$ cat src/rtl/cache_pkg.sv
// Shared constants, entry layout and write-mask helper for the 2-way, 512-set tag array controller.
package cache_pkg;
  localparam int ADDR_W    = 32;
  localparam int IDX_W     = 9;
  localparam int OFF_W     = 6;
  localparam int TAG_W     = 17;
  localparam int WAY_W     = 19;
  localparam int LINE_W    = 2 * WAY_W;
  localparam int VLD_BIT   = 18;
  localparam int DIRTY_BIT = 17;
  localparam int TAG_LSB   = 0;

  typedef struct packed {
    logic             valid;
    logic             dirty;
    logic [TAG_W-1:0] tag;
  } tag_entry_t;

  typedef enum logic [0:0] {
    ST_INIT = 1'b0,
    ST_RUN  = 1'b1
  } ctrl_state_e;

  // Way 1 occupies the upper half of the array word.
  function automatic logic [LINE_W-1:0] way_wmask(input logic way);
    way_wmask = way ? {{WAY_W{1'b1}}, {WAY_W{1'b0}}} : {{WAY_W{1'b0}}, {WAY_W{1'b1}}};
  endfunction
endpackage

$ cat src/rtl/cache_tag_hitcmp.sv
// Single-way tag compare: an entry hits when it is valid and its stored tag matches.
module cache_tag_hitcmp
  import cache_pkg::*;
(
  input  logic [WAY_W-1:0] entry,
  input  logic [TAG_W-1:0] tag,
  output logic             hit
);
  assign hit = entry[VLD_BIT] && (entry[TAG_LSB +: TAG_W] == tag);
endmodule

$ cat src/rtl/cache_tag_ctrl.sv
// Tag array initiator: post-reset clear sweep, 2-stage lookup (read, compare) and tag updates.
// Optional TAG_BYPASS_EN forwards a same-cycle, same-index update into the lookup instead of stalling.
module cache_tag_ctrl
  import cache_pkg::*;
(
  input  logic                clock,
  input  logic                reset_n,
  output logic                init_done,
  input  logic                req_valid,
  output logic                req_ready,
  input  logic [ADDR_W-1:0]   req_addr,
  output logic                resp_valid,
  output logic                resp_hit,
  output logic                resp_way,
  output logic                resp_dirty,
  output logic [TAG_W-1:0]    resp_vtag,
  output logic                resp_vvalid,
  input  logic                upd_valid,
  output logic                upd_ready,
  input  logic [IDX_W-1:0]    upd_index,
  input  logic                upd_way,
  input  logic [WAY_W-1:0]    upd_entry,
  output logic                ta_ce,
  output logic                ta_we,
  output logic [IDX_W-1:0]    ta_waddr,
  output logic [IDX_W-1:0]    ta_raddr,
  output logic [2*WAY_W-1:0]  ta_din,
  output logic [2*WAY_W-1:0]  ta_wmask,
  input  logic [2*WAY_W-1:0]  ta_dout
);
  ctrl_state_e      state_q, state_d;
  logic [IDX_W-1:0] sweep_cnt_q, sweep_cnt_d;
  logic             rr_q, rr_d;
  logic             s1_valid_q, s1_valid_d;
  logic [TAG_W-1:0] s1_tag_q, s1_tag_d;
`ifdef TAG_BYPASS_EN
  logic             s1_byp_q, s1_byp_d;
  logic             s1_byp_way_q, s1_byp_way_d;
  logic [WAY_W-1:0] s1_byp_entry_q, s1_byp_entry_d;
`endif

  logic             run_s, sweep_s, hazard_s, accept_s, upd_fire_s;
  logic [IDX_W-1:0] req_idx_s;
  logic [TAG_W-1:0] req_tag_s;
  logic [WAY_W-1:0] ent0_s, ent1_s;
  tag_entry_t       sel_ent_s;
  logic             hit0_s, hit1_s, both_valid_s, miss_s, way_s;
  logic             unused_addr_s;

  assign req_idx_s     = req_addr[OFF_W +: IDX_W];
  assign req_tag_s     = req_addr[ADDR_W-1 -: TAG_W];
  assign unused_addr_s = ^req_addr[OFF_W-1:0];
  assign run_s         = (state_q == ST_RUN);
  // Keep the array pins quiet while reset is held, even though the FSM already sits in INIT.
  assign sweep_s       = (state_q == ST_INIT) && reset_n;
  assign init_done     = run_s;
  assign upd_ready     = run_s;
  assign upd_fire_s    = upd_valid && run_s;
`ifdef TAG_BYPASS_EN
  assign hazard_s      = 1'b0;
`else
  assign hazard_s      = upd_valid && (upd_index == req_idx_s);
`endif
  assign req_ready     = run_s && !hazard_s;
  assign accept_s      = req_valid && req_ready;

  // FSM state register
  always_ff @(posedge clock or negedge reset_n) begin
    if (!reset_n) state_q <= ST_INIT;
    else          state_q <= state_d;
  end

  // FSM next state: one pass over every set, then lookups forever
  always_comb begin
    state_d     = state_q;
    sweep_cnt_d = sweep_cnt_q;
    case (state_q)
      ST_INIT: begin
        sweep_cnt_d = sweep_cnt_q + IDX_W'(1);
        if (sweep_cnt_q == {IDX_W{1'b1}}) state_d = ST_RUN;
        else                              state_d = ST_INIT;
      end
      ST_RUN:  state_d = ST_RUN;
      default: state_d = ST_INIT;
    endcase
  end

  // FSM outputs: array pin drive for sweep, lookup read and update write
  always_comb begin
    ta_ce    = 1'b0;
    ta_we    = 1'b0;
    ta_waddr = '0;
    ta_raddr = '0;
    ta_din   = '0;
    ta_wmask = '0;
    case (state_q)
      ST_INIT: begin
        if (sweep_s) begin
          ta_ce    = 1'b1;
          ta_we    = 1'b1;
          ta_waddr = sweep_cnt_q;
          ta_wmask = '1;
        end else begin
          ta_ce    = 1'b0;
        end
      end
      ST_RUN: begin
        if (accept_s) begin
          ta_ce    = 1'b1;
          ta_raddr = req_idx_s;
        end else begin
          ta_raddr = '0;
        end
        if (upd_fire_s) begin
          ta_ce    = 1'b1;
          ta_we    = 1'b1;
          ta_waddr = upd_index;
          ta_din   = {upd_entry, upd_entry};
          ta_wmask = way_wmask(upd_way);
        end else begin
          ta_we    = 1'b0;
        end
      end
      default: ta_ce = 1'b0;
    endcase
  end

  // Stage1 capture of the accepted lookup (and any forwarded update)
  always_comb begin
    s1_valid_d = accept_s;
    if (accept_s) s1_tag_d = req_tag_s;
    else          s1_tag_d = s1_tag_q;
`ifdef TAG_BYPASS_EN
    s1_byp_d       = accept_s && upd_fire_s && (upd_index == req_idx_s);
    s1_byp_way_d   = upd_way;
    s1_byp_entry_d = upd_entry;
`endif
  end

  // Stage1 way entries, with the forwarded update laid over the written way
  always_comb begin
    ent0_s = ta_dout[WAY_W-1:0];
    ent1_s = ta_dout[2*WAY_W-1:WAY_W];
`ifdef TAG_BYPASS_EN
    if (s1_byp_q && !s1_byp_way_q) ent0_s = s1_byp_entry_q;
    else if (s1_byp_q)             ent1_s = s1_byp_entry_q;
    else                           ent0_s = ta_dout[WAY_W-1:0];
`endif
  end

  cache_tag_hitcmp u_hit0 (.entry(ent0_s), .tag(s1_tag_q), .hit(hit0_s));
  cache_tag_hitcmp u_hit1 (.entry(ent1_s), .tag(s1_tag_q), .hit(hit1_s));

  // Hit/victim selection and response drive; way0 wins a double hit
  always_comb begin
    both_valid_s = ent0_s[VLD_BIT] && ent1_s[VLD_BIT];
    miss_s       = !(hit0_s || hit1_s);
    if (hit0_s)                way_s = 1'b0;
    else if (hit1_s)           way_s = 1'b1;
    else if (!ent0_s[VLD_BIT]) way_s = 1'b0;
    else if (!ent1_s[VLD_BIT]) way_s = 1'b1;
    else                       way_s = rr_q;
    sel_ent_s = way_s ? tag_entry_t'(ent1_s) : tag_entry_t'(ent0_s);
    if (s1_valid_q && miss_s && both_valid_s) rr_d = !rr_q;
    else                                      rr_d = rr_q;
    resp_valid  = s1_valid_q;
    resp_hit    = s1_valid_q && !miss_s;
    resp_way    = s1_valid_q && way_s;
    resp_dirty  = s1_valid_q && sel_ent_s.dirty;
    resp_vvalid = s1_valid_q && sel_ent_s.valid;
    if (s1_valid_q) resp_vtag = sel_ent_s.tag;
    else            resp_vtag = '0;
  end

  // Datapath registers: sweep counter, victim pointer, stage1
  always_ff @(posedge clock or negedge reset_n) begin
    if (!reset_n) begin
      sweep_cnt_q    <= '0;
      rr_q           <= 1'b0;
      s1_valid_q     <= 1'b0;
      s1_tag_q       <= '0;
`ifdef TAG_BYPASS_EN
      s1_byp_q       <= 1'b0;
      s1_byp_way_q   <= 1'b0;
      s1_byp_entry_q <= '0;
`endif
    end else begin
      sweep_cnt_q    <= sweep_cnt_d;
      rr_q           <= rr_d;
      s1_valid_q     <= s1_valid_d;
      s1_tag_q       <= s1_tag_d;
`ifdef TAG_BYPASS_EN
      s1_byp_q       <= s1_byp_d;
      s1_byp_way_q   <= s1_byp_way_d;
      s1_byp_entry_q <= s1_byp_entry_d;
`endif
    end
  end
endmodule
$ cat config.mk
export PLATFORM = sky130hd
export DESIGN_NAME = cache_tag_ctrl
export DESIGN_NICKNAME = d
export VERILOG_FILES = /design/src/rtl/cache_pkg.sv /design/src/rtl/cache_tag_hitcmp.sv /design/src/rtl/cache_tag_ctrl.sv
export SDC_FILE = /design/constraint.sdc
export NUM_CORES = 1
export LEC_CHECK = 0
export ABC_CLOCK_PERIOD_IN_PS = 2500
export BUFFER_PORTS_ARGS = -buffer_cell sky130_fd_sc_hd__buf_2
export CORE_AREA = 2 2 87 89
export DETAILED_ROUTE_END_ITERATION = 10
export DIE_AREA = 0 0 89 91
export HOLD_SLACK_MARGIN = 0.1
export PLACE_DENSITY_LB_ADDON = 0.1
export SYNTH_ARGS = -nofsm -noshare
export SYNTH_HDL_FRONTEND = slang
export SYNTH_HIERARCHICAL = 1
export SYNTH_SLANG_ARGS = --single-unit
$ cat constraint.sdc
create_clock -name clock -period 2.5 [get_ports clock]
set_clock_uncertainty 0.1 [all_clocks]
set_input_delay 0.25 -clock clock [delete_from_list [all_inputs] [get_ports clock]]
set_output_delay 0.25 -clock clock [all_outputs]
set_load 0.03 [all_outputs]
==> flow_summary.json <==
{
  "ant_nets": 0,
  "cell_pwr_density_mw_per_mm2": 313.3,
  "die_area_sq_mm": 0.008099,
  "post-route-worst-setup-slack_ns": -0.2688,
  "number_of_synthesized_flops_with_an_enable_pin": 0,
  "layout.cell_area.non_filler_sq_mm": 0.004192,
  "hold-path-endpoint": "s1_tag_q[8]$_DFFE_PN0P_",
  "timing.reg2reg.worst_path_depth": 9,
  "syn_area_sq_mm": 0.002819,
  "worst_hold_path_type": "input port to register",
  "cellInternalPower_uw": 937.9,
  "synthesis.yosys.warnings": 6,
  "largest_net_degree_at_the_start_of_global_routing": 24,
  "worstPathMaxFanout": 5,
  "final_min_period_over_clock_period_pct": 110.8,
  "cts_htree_levels": 2,
  "global_route_wire_length_before_repair_um": 12410,
  "timing.max_slew.rel_slack_pct": 56.72,
  "comb_power_share_pct": 26.2,
  "wire_per_inst_um": 15.03,
  "viasPerCell": 4.811,
  "final_critical_path_time_including_i_o_delays_and_setup_ns": 2.769,
  "synth.ff_latch_count": 29,
  "starting_density_of_the_core_pct": 39.50,
  "areaGrowthSynthToFinish_pct": 48.69,
  "clk_root_buffer_cell": "sky130_fd_sc_hd__clkbuf_8",
  "clock_tree.buffer_depth": 2,
  "setup.worst_path.end_class": "output port",
  "detail_route.wirelength_um": 8911,
  "vias": 2853,
  "multi_input_area_sq_mm": 0.001702,
  "place_area_sq_mm": 0.003640,
  "synthMostInstantiatedCell": "sky130_fd_sc_hd__buf_4",
  "violations_in_the_final_reports": "negative setup slack",
  "finalSetupViolations": 21,
  "portBuffers": 217,
  "worst_hold_startpoint": "req_addr[23]",
  "outcome": "finished with violations",
  "ys_async_sr_fraction_pct": 100.0,
  "globalplace.congestion": 0.8189,
  "boundaryPins": 224,
  "cts_inserted_buffers": 5,
  "synth_sequential_area_ratio_pct": 25.74,
  "hold_slack_ns": 0.1079,
  "syn_inst": 315,
  "power.static_leakage_nw": 2.235,
  "portion_of_synthesized_cell_area_occupied_by_the_leading_cell_type_pct": 25.74,
  "maxCapViolations": 0,
  "rows": 31,
  "timing_max_transition_violations_final": 0,
  "cp_data_required_time_ns": 2.15,
  "core_sq_mm": 0.007137,
  "number_of_global_route_vias_before_repair": 2623,
  "rrSetupSlack_ns": 0.31,
  "clkLatencyLatePin_ns": 0.27,
  "drtPass1Iterations": 4,
  "synth.net_count": 420,
  "timing_worst_slew_pin_value_ns": 0.6493,
  "cts.clk_slew.worst_paths_ns": 0.07,
  "gr-total-overflow": 0,
  "rr_endpoint": "rr_q$_DFFE_PN0P_",
  "synth_top_area_cell": "sky130_fd_sc_hd__dfrtp_1",
  "dominantRegCellSynth": "sky130_fd_sc_hd__dfrtp_1",
  "power.switching_fraction_pct": 28.57,
  "grt_setup_unrepaired": "true",
  "synth_top_cells_by_count": "sky130_fd_sc_hd__buf_4, sky130_fd_sc_hd__xnor2_1, sky130_fd_sc_hd__dfrtp_1",
  "peakVddDrop_mv": 0.2318,
  "detail_route.drc_violations": 0,
  "critical_path_class": "register to output port",
  "antenna-diode-count": 0,
  "detailed_placement_wirelength_estimate_um": 6471,
  "seqCellArea_sq_um": 726.9,
  "cp.arrival_ns": 2.42,
  "track_usage_pct": 19.23,
  "power_switching_uw": 375.2,
  "share_of_total_power_in_the_clock_network_pct": 38.1,
  "seqPwrFrac_pct": 35.7,
  "holdPathStages": 2,
  "drive_above_1_share_pct": 58.30,
  "timing.rr.start": "s1_tag_q[15]$_DFFE_PN0P_",
  "die-height_um": 91,
  "p_total_mw": 1.313,
  "drt-initial-drc-count": 64,
  "report.final.hold_viol_count": 0,
  "fmaxAchievable_ghz": 0.3612,
  "synth_area_per_cell_sq_um": 8.949,
  "startpoint_type_of_the_worst_setup_path": "register",
  "number_of_clock_sinks_seen_by_cts": 29,
  "tritoncts": "built",
  "top_cells_by_area_in_the_synthesized_netlist": "sky130_fd_sc_hd__dfrtp_1, sky130_fd_sc_hd__buf_4, sky130_fd_sc_hd__xnor2_1",
  "finalNetCount": 598,
  "antenna_violations_before_repair": 0,
  "die-width_um": 89,
  "netlist-cell-type-count": 34,
  "count_of_fill_cells_added_during_filler_insertion": 649
}
[logic make-up (layout without fill, tap and decap cells)]
logic type	after synthesis	count (layout)	synth area share, %
compound gates	52	52	12.52
xor+xnor	51	51	15.85
mux	19	19	8.788
fa+ha+maj	2	2	0.8876
simple gates	86	86	17.80
flops	29	29	25.74
buf+inv	76	255	18.42
[sequential cells by signal, indices dropped and copies added (netlist names)]
register     cells
s1_tag_q        17
sweep_cnt_q      9
rr_q             1
init_done        1
resp_valid       1
[what timing repair did]
item                                    in CTS  in global routing
cloned                                       0                  6
endpoints found under the setup margin      21                 50
buffers inserted                             1                  1
gates resized for setup                     26                 49
hold buffers                                 5                  3
pin swaps                                    3                 11
endpoints found under the hold margin       33                  3
[area by class of cell]
class | count | share of cell area (%)
multi-input cells | 210 | 40.60
flip-flops and latches | 29 | 17.34
clock inverters | 1 | 0.7164
well taps | 99 | 2.955
clock buffers | 7 | 2.060
inverters | 1 | 0.2090
repair buffers | 246 | 36.12
[critical path, stage by stage (launching register included)]
cell,delay (ns)
sky130_fd_sc_hd__dfrtp_1,0.41
sky130_fd_sc_hd__xor2_1,0.16
sky130_fd_sc_hd__nor4_2,0.36
sky130_fd_sc_hd__nand3_1,0.17
sky130_fd_sc_hd__nor4_4,0.26
sky130_fd_sc_hd__buf_6,0.19
sky130_fd_sc_hd__clkbuf_16,0.16
sky130_fd_sc_hd__o21ai_0,0.11
sky130_fd_sc_hd__a21boi_2,0.17
sky130_fd_sc_hd__buf_6,0.15
[power groups by stage]
stage | combinational, mW | clock (mW) | sequential, mW
finish | 0.344 | 0.500 | 0.469
global route | 0.370 | 0.544 | 0.469
CTS | 0.322 | 0.514 | 0.469
detailed placement | 0.313 | 0 | 0.478
global placement | 0.311 | 0 | 0.478
floorplan | 0.197 | 0 | 0.478
[placed cells by master (no fill, tap or decap), drive strengths merged, types with 3 or more instances in the layout]
| cell type | n |
|---|---|
| o21ai | 20 |
| dlygate4sd3 | 8 |
| nand2 | 7 |
| xor2 | 10 |
| nand3 | 23 |
| clkbuf | 10 |
| dfrtp | 29 |
| xnor2 | 41 |
| a21boi | 19 |
| nand4 | 9 |
| mux2 | 19 |
| and3 | 20 |
| nand2b | 3 |
| nor4 | 4 |
| and2 | 10 |
| buf | 235 |
| a22o | 9 |
[worst max-delay path by stage]
stage                                         from       endpoint  cells past startpoint
after floorplan           s1_tag_q[15]$_DFFE_PN0P_     resp_dirty                      8
final                     s1_tag_q[15]$_DFFE_PN0P_  resp_vtag[16]                      9
after global placement    s1_tag_q[15]$_DFFE_PN0P_   resp_vtag[6]                      9
after CTS                  s1_tag_q[4]$_DFFE_PN0P_     resp_dirty                      9
after detailed placement  s1_tag_q[15]$_DFFE_PN0P_     resp_dirty                      9
after global routing      s1_tag_q[15]$_DFFE_PN0P_   resp_vtag[0]                      9
[per-stage QoR]
stage	instances	setup TNS, ns	utilization, %	worst slack, ns
global route	593	-5.993	58.73	-0.3242
floorplan	315	0	-	0.04078
finish	593	-4.736	58.73	-0.2688
detailed placement	569	0	51.00	0.06571
CTS	583	-3.024	54.47	-0.1873
global placement	569	0	51.00	0.09975
[per-layer routing]
| metal | vias to the layer above | share of wire [%] | global-route usage [%] |
|---|---|---|---|
| li1 | 1396 | - | - |
| met1 | 1326 | 41 | 24.50 |
| met2 | 121 | 51 | 33.52 |
| met3 | 10 | 6.4 | 4.000 |
| met4 | 0 | 1.7 | 3.358 |
| met5 | - | 0 | 0 |
Note: power is estimated with default switching activity, not from simulation.
